===== src/rtl/squared_error_monitor_pkg.sv =====
// Shared constants, FSM encoding and width helpers for the squared-error monitor.
package squared_error_monitor_pkg;

    localparam int NUM_OUT_DEFAULT = 34;
    localparam int DATA_W_DEFAULT  = 16;

    typedef enum logic [1:0] {
        IDLE    = 2'd0,
        COLLECT = 2'd1,
        DRAIN   = 2'd2,
        PUBLISH = 2'd3
    } state_e;

    // Square of a (DATA_W+1)-bit difference is exact in 2*DATA_W+2 bits.
    function automatic int sqWidth(input int dataW);
        return 2 * dataW + 2;
    endfunction

    function automatic int tagWidth(input int numOut);
        return (numOut > 1) ? $clog2(numOut) : 1;
    endfunction

endpackage


===== src/rtl/squared_error_monitor_pipe.sv =====
// Two-stage subtract / square-and-compare datapath carrying a valid bit and output tag.
module sq_err_pipe
    import squared_error_monitor_pkg::*;
#(
    parameter int DATA_W = DATA_W_DEFAULT,
    parameter int SQ_W   = sqWidth(DATA_W),
    parameter int TAG_W  = 6
) (
    input  logic                     clk,
    input  logic                     rst,
    input  logic                     valid_i,
    input  logic [TAG_W-1:0]         tag_i,
    input  logic signed [DATA_W-1:0] predicted_i,
    input  logic signed [DATA_W-1:0] target_i,
    input  logic [SQ_W-1:0]          threshold_i,
    output logic                     s1_valid_o,
    output logic                     s2_valid_o,
    output logic [TAG_W-1:0]         s2_tag_o,
    output logic                     s2_flag_o,
    output logic [SQ_W-1:0]          s2_sq_o
);

    logic                   s1ValidQ;
    logic [TAG_W-1:0]       s1TagQ;
    logic signed [DATA_W:0] diffQ;
    logic                   s2ValidQ;
    logic [TAG_W-1:0]       s2TagQ;
    logic                   flagQ;
    logic [SQ_W-1:0]        sqQ;

    logic signed [SQ_W-1:0] diffExt;
    logic signed [SQ_W-1:0] prod;
    logic [SQ_W-1:0]        sqD;

    assign diffExt = SQ_W'(diffQ);
    assign prod    = diffExt * diffExt;
    assign sqD     = $unsigned(prod);

    // Equality with the threshold counts as converged, hence strict greater-than.
    always_ff @(posedge clk) begin
        if (!rst) begin
            s1ValidQ <= 1'b0;
            s1TagQ   <= '0;
            diffQ    <= '0;
            s2ValidQ <= 1'b0;
            s2TagQ   <= '0;
            flagQ    <= 1'b0;
            sqQ      <= '0;
        end else begin
            s1ValidQ <= valid_i;
            s1TagQ   <= tag_i;
            diffQ    <= $signed({predicted_i[DATA_W-1], predicted_i})
                      - $signed({target_i[DATA_W-1], target_i});
            s2ValidQ <= s1ValidQ;
            s2TagQ   <= s1TagQ;
            flagQ    <= (sqD > threshold_i);
            sqQ      <= sqD;
        end
    end

    assign s1_valid_o = s1ValidQ;
    assign s2_valid_o = s2ValidQ;
    assign s2_tag_o   = s2TagQ;
    assign s2_flag_o  = flagQ;
    assign s2_sq_o    = sqQ;

endmodule


===== src/rtl/squared_error_monitor.sv =====
// Per-epoch squared-error convergence monitor; the optional SSE accumulator is
// enabled by defining ERR_ACCUM_EN.
module squared_error_monitor
    import squared_error_monitor_pkg::*;
#(
    parameter int NUM_OUT = NUM_OUT_DEFAULT,
    parameter int DATA_W  = DATA_W_DEFAULT,
    parameter int THR_W   = 2 * DATA_W + 2,
    parameter int SSE_W   = 2 * DATA_W + 8
) (
    input  logic                     clk,
    input  logic                     rst,
    input  logic                     start,
    input  logic [THR_W-1:0]         threshold,
    input  logic                     in_valid,
    output logic                     in_ready,
    input  logic signed [DATA_W-1:0] predicted,
    input  logic signed [DATA_W-1:0] target,
    output logic [NUM_OUT-1:0]       SQUARED_ERROR,
    output logic                     err_valid,
    output logic                     busy
`ifdef ERR_ACCUM_EN
    ,
    output logic [SSE_W-1:0]         sse_total
`endif
);

    localparam int SQ_W  = sqWidth(DATA_W);
    localparam int TAG_W = tagWidth(NUM_OUT);

    state_e             stateQ;
    logic [TAG_W-1:0]   idxQ;
    logic [THR_W-1:0]   thrQ;
    logic [NUM_OUT-1:0] workFlagsQ;
    logic [NUM_OUT-1:0] sqErrQ;
    logic               errValidQ;
    logic               busyQ;
    logic               inReadyQ;

    logic               accept;
    logic               startAccept;
    logic               publishNow;
    logic               s1Valid;
    logic               s2Valid;
    logic [TAG_W-1:0]   s2Tag;
    logic               s2Flag;
    logic [SQ_W-1:0]    s2Sq;

    assign accept      = in_valid && inReadyQ;
    assign startAccept = (stateQ == IDLE) && start;
    assign publishNow  = (stateQ == DRAIN) && !s1Valid && !s2Valid;

    sq_err_pipe #(
        .DATA_W (DATA_W),
        .SQ_W   (SQ_W),
        .TAG_W  (TAG_W)
    ) uPipe (
        .clk         (clk),
        .rst         (rst),
        .valid_i     (accept),
        .tag_i       (idxQ),
        .predicted_i (predicted),
        .target_i    (target),
        .threshold_i (thrQ),
        .s1_valid_o  (s1Valid),
        .s2_valid_o  (s2Valid),
        .s2_tag_o    (s2Tag),
        .s2_flag_o   (s2Flag),
        .s2_sq_o     (s2Sq)
    );

    // Reset publishes all ones so the controller never sees a spurious "converged".
    always_ff @(posedge clk) begin
        if (!rst) begin
            stateQ    <= IDLE;
            idxQ      <= '0;
            thrQ      <= '0;
            sqErrQ    <= '1;
            errValidQ <= 1'b0;
            busyQ     <= 1'b0;
            inReadyQ  <= 1'b0;
        end else begin
            errValidQ <= 1'b0;
            case (stateQ)
                IDLE: begin
                    if (start) begin
                        thrQ     <= threshold;
                        idxQ     <= '0;
                        busyQ    <= 1'b1;
                        inReadyQ <= 1'b1;
                        stateQ   <= COLLECT;
                    end
                end
                COLLECT: begin
                    if (accept) begin
                        idxQ <= idxQ + TAG_W'(1);
                        if (idxQ == TAG_W'(NUM_OUT - 1)) begin
                            inReadyQ <= 1'b0;
                            stateQ   <= DRAIN;
                        end
                    end
                end
                DRAIN: begin
                    if (publishNow) begin
                        sqErrQ    <= workFlagsQ;
                        errValidQ <= 1'b1;
                        busyQ     <= 1'b0;
                        stateQ    <= PUBLISH;
                    end
                end
                PUBLISH: stateQ <= IDLE;
                default: stateQ <= IDLE;
            endcase
        end
    end

    always_ff @(posedge clk) begin
        if (!rst) begin
            workFlagsQ <= '0;
        end else if (startAccept) begin
            workFlagsQ <= '0;
        end else if (s2Valid) begin
            workFlagsQ[s2Tag] <= s2Flag;
        end
    end

`ifdef ERR_ACCUM_EN
    logic [SSE_W-1:0] sseAccQ;
    logic [SSE_W-1:0] sseTotalQ;
    logic [SSE_W:0]   sseSum;

    assign sseSum = {1'b0, sseAccQ} + (SSE_W + 1)'(s2Sq);

    // Saturating running sum; only the published copy is visible outside.
    always_ff @(posedge clk) begin
        if (!rst) begin
            sseAccQ   <= '0;
            sseTotalQ <= '0;
        end else begin
            if (startAccept) begin
                sseAccQ <= '0;
            end else if (s2Valid) begin
                sseAccQ <= sseSum[SSE_W] ? '1 : sseSum[SSE_W-1:0];
            end
            if (publishNow) begin
                sseTotalQ <= sseAccQ;
            end
        end
    end

    assign sse_total = sseTotalQ;
`else
    logic unusedSq;
    assign unusedSq = ^s2Sq;
`endif

    assign in_ready      = inReadyQ;
    assign SQUARED_ERROR = sqErrQ;
    assign err_valid     = errValidQ;
    assign busy          = busyQ;

endmodule


===== config.mk =====
export PLATFORM = sky130hd
export DESIGN_NAME = squared_error_monitor
export DESIGN_NICKNAME = d
export VERILOG_FILES = /design/src/rtl/squared_error_monitor_pkg.sv /design/src/rtl/squared_error_monitor_pipe.sv /design/src/rtl/squared_error_monitor.sv
export SDC_FILE = /design/constraint.sdc
export NUM_CORES = 1
export LEC_CHECK = 0
export CAP_MARGIN = 30
export CELL_PAD_IN_SITES_DETAIL_PLACEMENT = 0
export CELL_PAD_IN_SITES_GLOBAL_PLACEMENT = 1
export CORE_ASPECT_RATIO = 0.5
export CORE_MARGIN = 5
export CORE_UTILIZATION = 47
export CTS_BUF_LIST = sky130_fd_sc_hd__clkbuf_16
export DETAILED_ROUTE_END_ITERATION = 12
export PLACE_DENSITY = 0.82
export SLEW_MARGIN = 15
export SYNTH_ARGS = -nofsm -noshare
export SYNTH_HDL_FRONTEND = slang
export SYNTH_SLANG_ARGS = --single-unit

===== constraint.sdc =====
create_clock -name clk -period 8.55 [get_ports clk]
set_input_delay 1.2825 -clock clk [delete_from_list [all_inputs] [get_ports clk]]
set_output_delay 1.2825 -clock clk [all_outputs]
set_load 0.01 [all_outputs]

==> run metrics, run 1 <==
status completed; Site Rows 48; most common cell in the synthesized netlist inv_1; Setup WS post-layout 0.429 ns; die extent in x 275 um; CORE AREA 0.0346 sq mm; chip height 143 um; total iterations of the first detailed-routing run 5; Max FO, Critical Path 12; IO Pins 107; CP endpoint uPipe.s2_flag_o; Total GRT Usage 22.0%; Yosys warnings 0; clk sink count 145; setup TNS after final layout 0 ns; Yosys top cell area share 32.7%; synthesized net count 2409; worst rel slew slack 42.9%; final hold viol count 0; crit-path most repeated cell fa_1; Fmax 123 MHz; top_reg_cell synth dfxtp_1; cts bufs inserted 17; dominant cell type by area after synthesis fa_1; RSZ-0062 raised after global routing false; VDD IR max 0.390 mV; Post-synth EDFFs 0; Post-CTS Setup Bufs 0; pre-CTS WS 0.522 ns; Synth area leaders fa_1 33%, dfxtp_1 18%, ha_1 11%; Worst setup EP type flop; Tmin final 8.12 ns; leakage 9.19 nW; diode count 0; die area 0.0393 sq mm; min-delay worst type reg -> reg; Root Buffer clkbuf_16; Slew Viols, Final 0; Synth top cells by count 412 x inv_1, 289 x nand2_1, 270 x fa_1; slowest cell on the critical path dfxtp_1; Worst Tran Pin Value 0.855 ns; share of cells above drive strength 1 3.72%; async set-or-reset flop fraction in the synthesized netlist 0%; Setup crit start uPipe.diffQ[13]; Hold-fix buffers, CTS 0; Yosys reg bits 145; P per Cell Area 357 mW/mm^2; slowest stage delay, CP 0.67 ns; largest net degree at the start of global routing 59; area growth from synthesis to layout 13.0%; R2R Setup Slk 0.43 ns; Max-Cap Viols 0; DR DRC count 0; Clock Tree Buf Depth 2; RePlAce Congestion 0.929; WP data required 8.84 ns; R2R depth 30; total congestion overflow 0; drt first-iter violations 630; final setup vio count 0; Clock Skew 0.00935 ns; startpoint class of the critical path flop; via count 12400; first-pass GRT wire length 68.3 mm; Final ANT Viol Nets 0; PortBufs 106; CP Class reg -> reg; CP Data Arrival Time 8.41 ns; sequential share of the synthesized area 17.6%; initial antenna violation count 1; Worst R2R Start uPipe.diffQ[13]; clock-pin slew on the worst setup and hold paths 0.07 ns; final period utilization 95.0%; Initial Util 47.8%; worst skew pair latency 0.43 ns; synth unique cells 65; terminus of the critical flop-to-flop path uPipe.s2_flag_o; Gate Count Post-Synth 1923; Synth Area per Inst 8.60 sq um; H-tree depth 4; TritonCTS clock tree yes; Vias/cell 4.96; Post-DP HPWL 33.7 mm; Core Util, Final 54.0%; vias in the first global route 12900; Hold Path Depth 1; nets 2492; WL final 41.0 mm; Post-Syn Area 0.0165 sq mm; Routed WL per cell 16.4 um; PostCTS Resize Cnt 0
layout by cell type, fill, tap and decap left out, drive strengths merged, types with 14 or more instances in the layout:
| master | n |
|---|---|
| xor2 | 17 |
| ha | 146 |
| nand2 | 289 |
| nand2b | 15 |
| buf | 25 |
| nor2b | 19 |
| clkbuf | 18 |
| a21o | 24 |
| nand3 | 58 |
| nor3 | 19 |
| nand4 | 14 |
| o21ai | 43 |
| nor2 | 97 |
| xnor2 | 38 |
| fa | 270 |
| dfxtp | 145 |
| inv | 420 |
| a21oi | 113 |
| clkdlybuf4s50 | 105 |
| and2 | 56 |
power breakdown:
group / switching [W] / total, W / internal [W]
clock: 0.000322 / 0.000754 / 0.000433
sequential: 0.0000844 / 0.000866 / 0.000782
combinational: 0.00291 / 0.00506 / 0.00215
total: 0.00332 / 0.00668 / 0.00336
routing by layer:
| layer | wire (um) | vias to the layer above | GRT usage, % |
|---|---|---|---|
| met5 | 7 | - | 0 |
| met4 | 466 | 2 | 3.46 |
| met3 | 2500 | 36 | 4.62 |
| met2 | 18900 | 249 | 36.1 |
| met1 | 19100 | 6029 | 31.1 |
| li1 | - | 6058 | - |
critical path, delay by kind of cell, from the launching register on:
family	cells	cell delay, ns
adder cells (fa/ha/maj)	8	3.90
flip-flops	1	0.67
AO/OA/AOI/OAI	10	2.14
buffers and inverters	4	0.45
AND/OR/NAND/NOR	7	0.68
XOR/XNOR	1	0.15
logic make-up after synthesis:
group	synth area share, %
muxes	0.310
and+or+nand+nor	16.3
DFF	17.6
xor gates and xnor gates	2.91
adders and majority gates	43.7
AOI/OAI and AO/OA	8.25
buffers and inverters	10.9
registers in the layout (all words and copies together) (netlist names), 2 cells and up:
name            flops
thrQ               34
uPipe.s1TagQ        6
idxQ                6
uPipe.diffQ        17
stateQ              2
SQUARED_ERROR      34
workFlagsQ         34
uPipe.s2_tag_o      6
worst min path at each step:
stage | slack [ns] | to | start
final | 0.44 | uPipe.s2_tag_o[5] | uPipe.s1TagQ[5]
after detailed placement | 0.42 | uPipe.s2_tag_o[4] | uPipe.s1TagQ[4]
after global placement | 0.42 | uPipe.s2_tag_o[3] | uPipe.s1TagQ[3]
after CTS | 0.44 | uPipe.s2_tag_o[5] | uPipe.s1TagQ[5]
after global routing | 0.45 | uPipe.s2_tag_o[2] | uPipe.s1TagQ[2]
after floorplan | 0.41 | uPipe.s2_tag_o[0] | uPipe.s1TagQ[0]
stage by stage:
stage | hold WS (ns) | instances | instance area, sq um | power [W]
5_1_grt | 0.450 | 2493 | 18700 | 0.00748
3_5_place_dp | 0.418 | 2459 | 18100 | 0.00589
3_3_place_gp | 0.417 | 2459 | 18100 | 0.00588
2_1_floorplan | 0.412 | 1923 | 16500 | 0.00450
6_report | 0.436 | 2493 | 18700 | 0.00668
4_1_cts | 0.439 | 2490 | 18700 | 0.00671
cell type report:
class / count / area [sq um]
sequential: 145 / 2900
clock inverter: 14 / 150
tap: 475 / 594
multi-input combinational: 1298 / 11800
timing repair buffer: 131 / 1240
fill: 3295 / 15900
inverter: 413 / 1550
clock buffer: 17 / 425
Note: power is estimated with default switching activity, not from simulation.
==> inputs of run 2 (changes only) <==
Settings changed: CTS_BUF_LIST sky130_fd_sc_hd__clkbuf_16 to unset, SKIP_LAST_GASP set to 1.
==> run 2 against run 1 <==
Final area is essentially flat. Wire length increased by 0.13%. Worst hold slack is essentially flat. Register-to-register slack about the same. Clock power increased by 1%. Final cell count unchanged. Die area is the same. First-iteration DRC count decreased by 0.16%. Critical path depth unchanged. Sequential power about the same. Global-route usage stayed put. Sequential share of layout area about the same.
==> run metrics, run 2 (synthesized netlist as in run 1, its figures left out) <==
status completed; via count 12400 (-0.057%); Hold Path Depth 1 (unchanged); leakage 9.19 nW (about the same); CP Class reg -> reg; Root Buffer clkbuf_16; PortBufs 106 (unchanged); Initial Util 47.8% (unchanged); initial antenna violation count 1 (unchanged); R2R Setup Slk 0.43 ns (about the same); largest net degree at the start of global routing 59 (unchanged); Core Util, Final 54.1% (about the same); CP Data Arrival Time 8.40 ns (about the same); crit-path most repeated cell fa_1; Non-Filler Instances 2493 (unchanged); total iterations of the first detailed-routing run 5 (unchanged); setup TNS after final layout 0 ns (unchanged); Max FO, Critical Path 12 (unchanged); Post-CTS Setup Bufs 0 (unchanged); sequential share of power 13.0% (about the same); startpoint class of the critical path flop; commonest non-fill, non-tap cell in the layout inv_1; Clock Skew 0.00878 ns (-0.000567 ns); share of cells above drive strength 1 3.77% (+0.050 points); Hold-fix buffers, CTS 0 (unchanged); RePlAce Congestion 0.929 (unchanged); Site Rows 48 (unchanged); die extent in x 275 um (unchanged); total power 0.00669 W (+0.15%); RSZ-0062 raised after global routing false; drt first-iter violations 629 (-0.16%); Post-Place Cells 2459 (unchanged); Vias/cell 4.96 (about the same); min-delay worst type reg -> reg; IO Pins 107 (unchanged); WHS Endpoint uPipe.s2_tag_o[5]; Clock Tree Buf Depth 2 (unchanged); final period utilization 95.0% (about the same); Worst Tran Pin Value 0.867 ns (+0.0116 ns); area growth from synthesis to layout 13.1% (about the same); Switching Fraction 49.6% (-0.062 points); WL final 41.0 mm (+0.13%); min-delay src uPipe.s1TagQ[5]; vias in the first global route 12900 (unchanged); Routed WL per cell 16.4 um (+0.13%); grt peak-use layer met2; Tmin final 8.12 ns (-0.00201 ns); chip height 143 um (unchanged); Post-DP HPWL 33.7 mm (unchanged); Worst R2R Start uPipe.diffQ[13]; worst skew pair latency 0.43 ns (about the same); Slew Viols, Final 0 (unchanged); slowest stage delay, CP 0.67 ns (about the same); terminus of the critical flop-to-flop path uPipe.s2_flag_o; Final ANT Viol Nets 0 (unchanged); Worst setup EP type flop; H-tree depth 4 (unchanged); Net Sw Power 0.00332 W (about the same); diode count 0 (unchanged); Clk pwr share 11.4% (about the same); PostCTS Resize Cnt 0 (unchanged); slowest cell on the critical path dfxtp_1; Max-Cap Viols 0 (unchanged); worst rel slew slack 42.1% (-0.78 points); first-pass GRT wire length 68.3 mm (unchanged); WP data required 8.84 ns (about the same); Fillers 3293 (-0.061%); Total GRT Usage 22.0% (unchanged); die area 0.0393 sq mm (unchanged); final hold viol count 0 (unchanged); Gate power share 75.7% (about the same); TritonCTS clock tree yes; R2R depth 30 (unchanged); Setup WS post-layout 0.431 ns (+0.00201 ns); CORE AREA 0.0346 sq mm (unchanged); P per Cell Area 358 mW/mm^2 (about the same); met1 GRT Util 31.1% (unchanged); VDD IR max 0.390 mV (-0.11%); pre-CTS WS 0.522 ns (unchanged); cts bufs inserted 17 (unchanged); DR DRC count 0 (unchanged); Fmax 123 MHz (about the same); clk sink count 145 (unchanged); most frequent cells in the layout 411 x inv_1, 289 x nand2_1, 270 x fa_1; total congestion overflow 0 (unchanged); cell internal pwr 0.00337 W (+0.27%); met3 usage 4.62% (unchanged); nets 2492 (unchanged); final setup vio count 0 (unchanged); clock-pin slew on the worst setup and hold paths 0.07 ns (about the same); met2 Use GR 36.1% (unchanged)
[run 2: stage by stage]
stage	area, sq um	hold WS (ns)
global placement	18100	0.417
finish	18700	0.436
detailed placement	18100	0.418
global route	18700	0.450
floorplan	16500	0.412
CTS	18700	0.439
[run 2: area by class of cell]
type | instances | area, sq um | share of cell area, %
sequential | 145 | 2900 | 15.5
multi-input combinational | 1298 | 11800 | 63.3
timing repair buffer | 131 | 1240 | 6.61
clock inverter | 13 | 146 | 0.783
tap | 475 | 594 | 3.18
inverter | 413 | 1550 | 8.29
clock buffer | 18 | 439 | 2.35
[run 2: power by group through the flow]
stage | registers [W] | clock network, W | logic [W]
6_report | 0.000866 | 0.000762 | 0.00506
5_1_grt | 0.000880 | 0.000809 | 0.00580
4_1_cts | 0.000866 | 0.000776 | 0.00508
3_5_place_dp | 0.000878 | 0 | 0.00502
3_3_place_gp | 0.000877 | 0 | 0.00500
2_1_floorplan | 0.000874 | 0 | 0.00362
[run 2: critical path: cells and delay by family, from the launching register on]
| family | cells | cell delay [ns] |
|---|---|---|
| AOI/OAI and AO/OA | 10 | 2.14 |
| xor gates and xnor gates | 1 | 0.15 |
| adders and majority gates | 8 | 3.90 |
| buffers and inverters | 4 | 0.45 |
| DFF | 1 | 0.67 |
| and+or+nand+nor | 7 | 0.68 |
[run 2: worst max path at each step]
stage / from / end / slack, ns / cells past startpoint
after floorplan: uPipe.diffQ[16] / uPipe.s2_flag_o / 0.92 / 33
after global placement: uPipe.diffQ[3] / uPipe.s2_flag_o / 0.59 / 31
after detailed placement: uPipe.diffQ[11] / uPipe.s2_flag_o / 0.52 / 33
after CTS: uPipe.diffQ[11] / uPipe.s2_flag_o / 0.48 / 33
after global routing: uPipe.diffQ[11] / uPipe.s2_flag_o / 0.02 / 33
final: uPipe.diffQ[13] / uPipe.s2_flag_o / 0.43 / 30
[run 2: layer usage]
metal	vias up	share of wire [%]
li1	6056	-
met1	6036	47
met2	238	46
met3	35	5.9
met4	2	1.1
met5	-	0.017
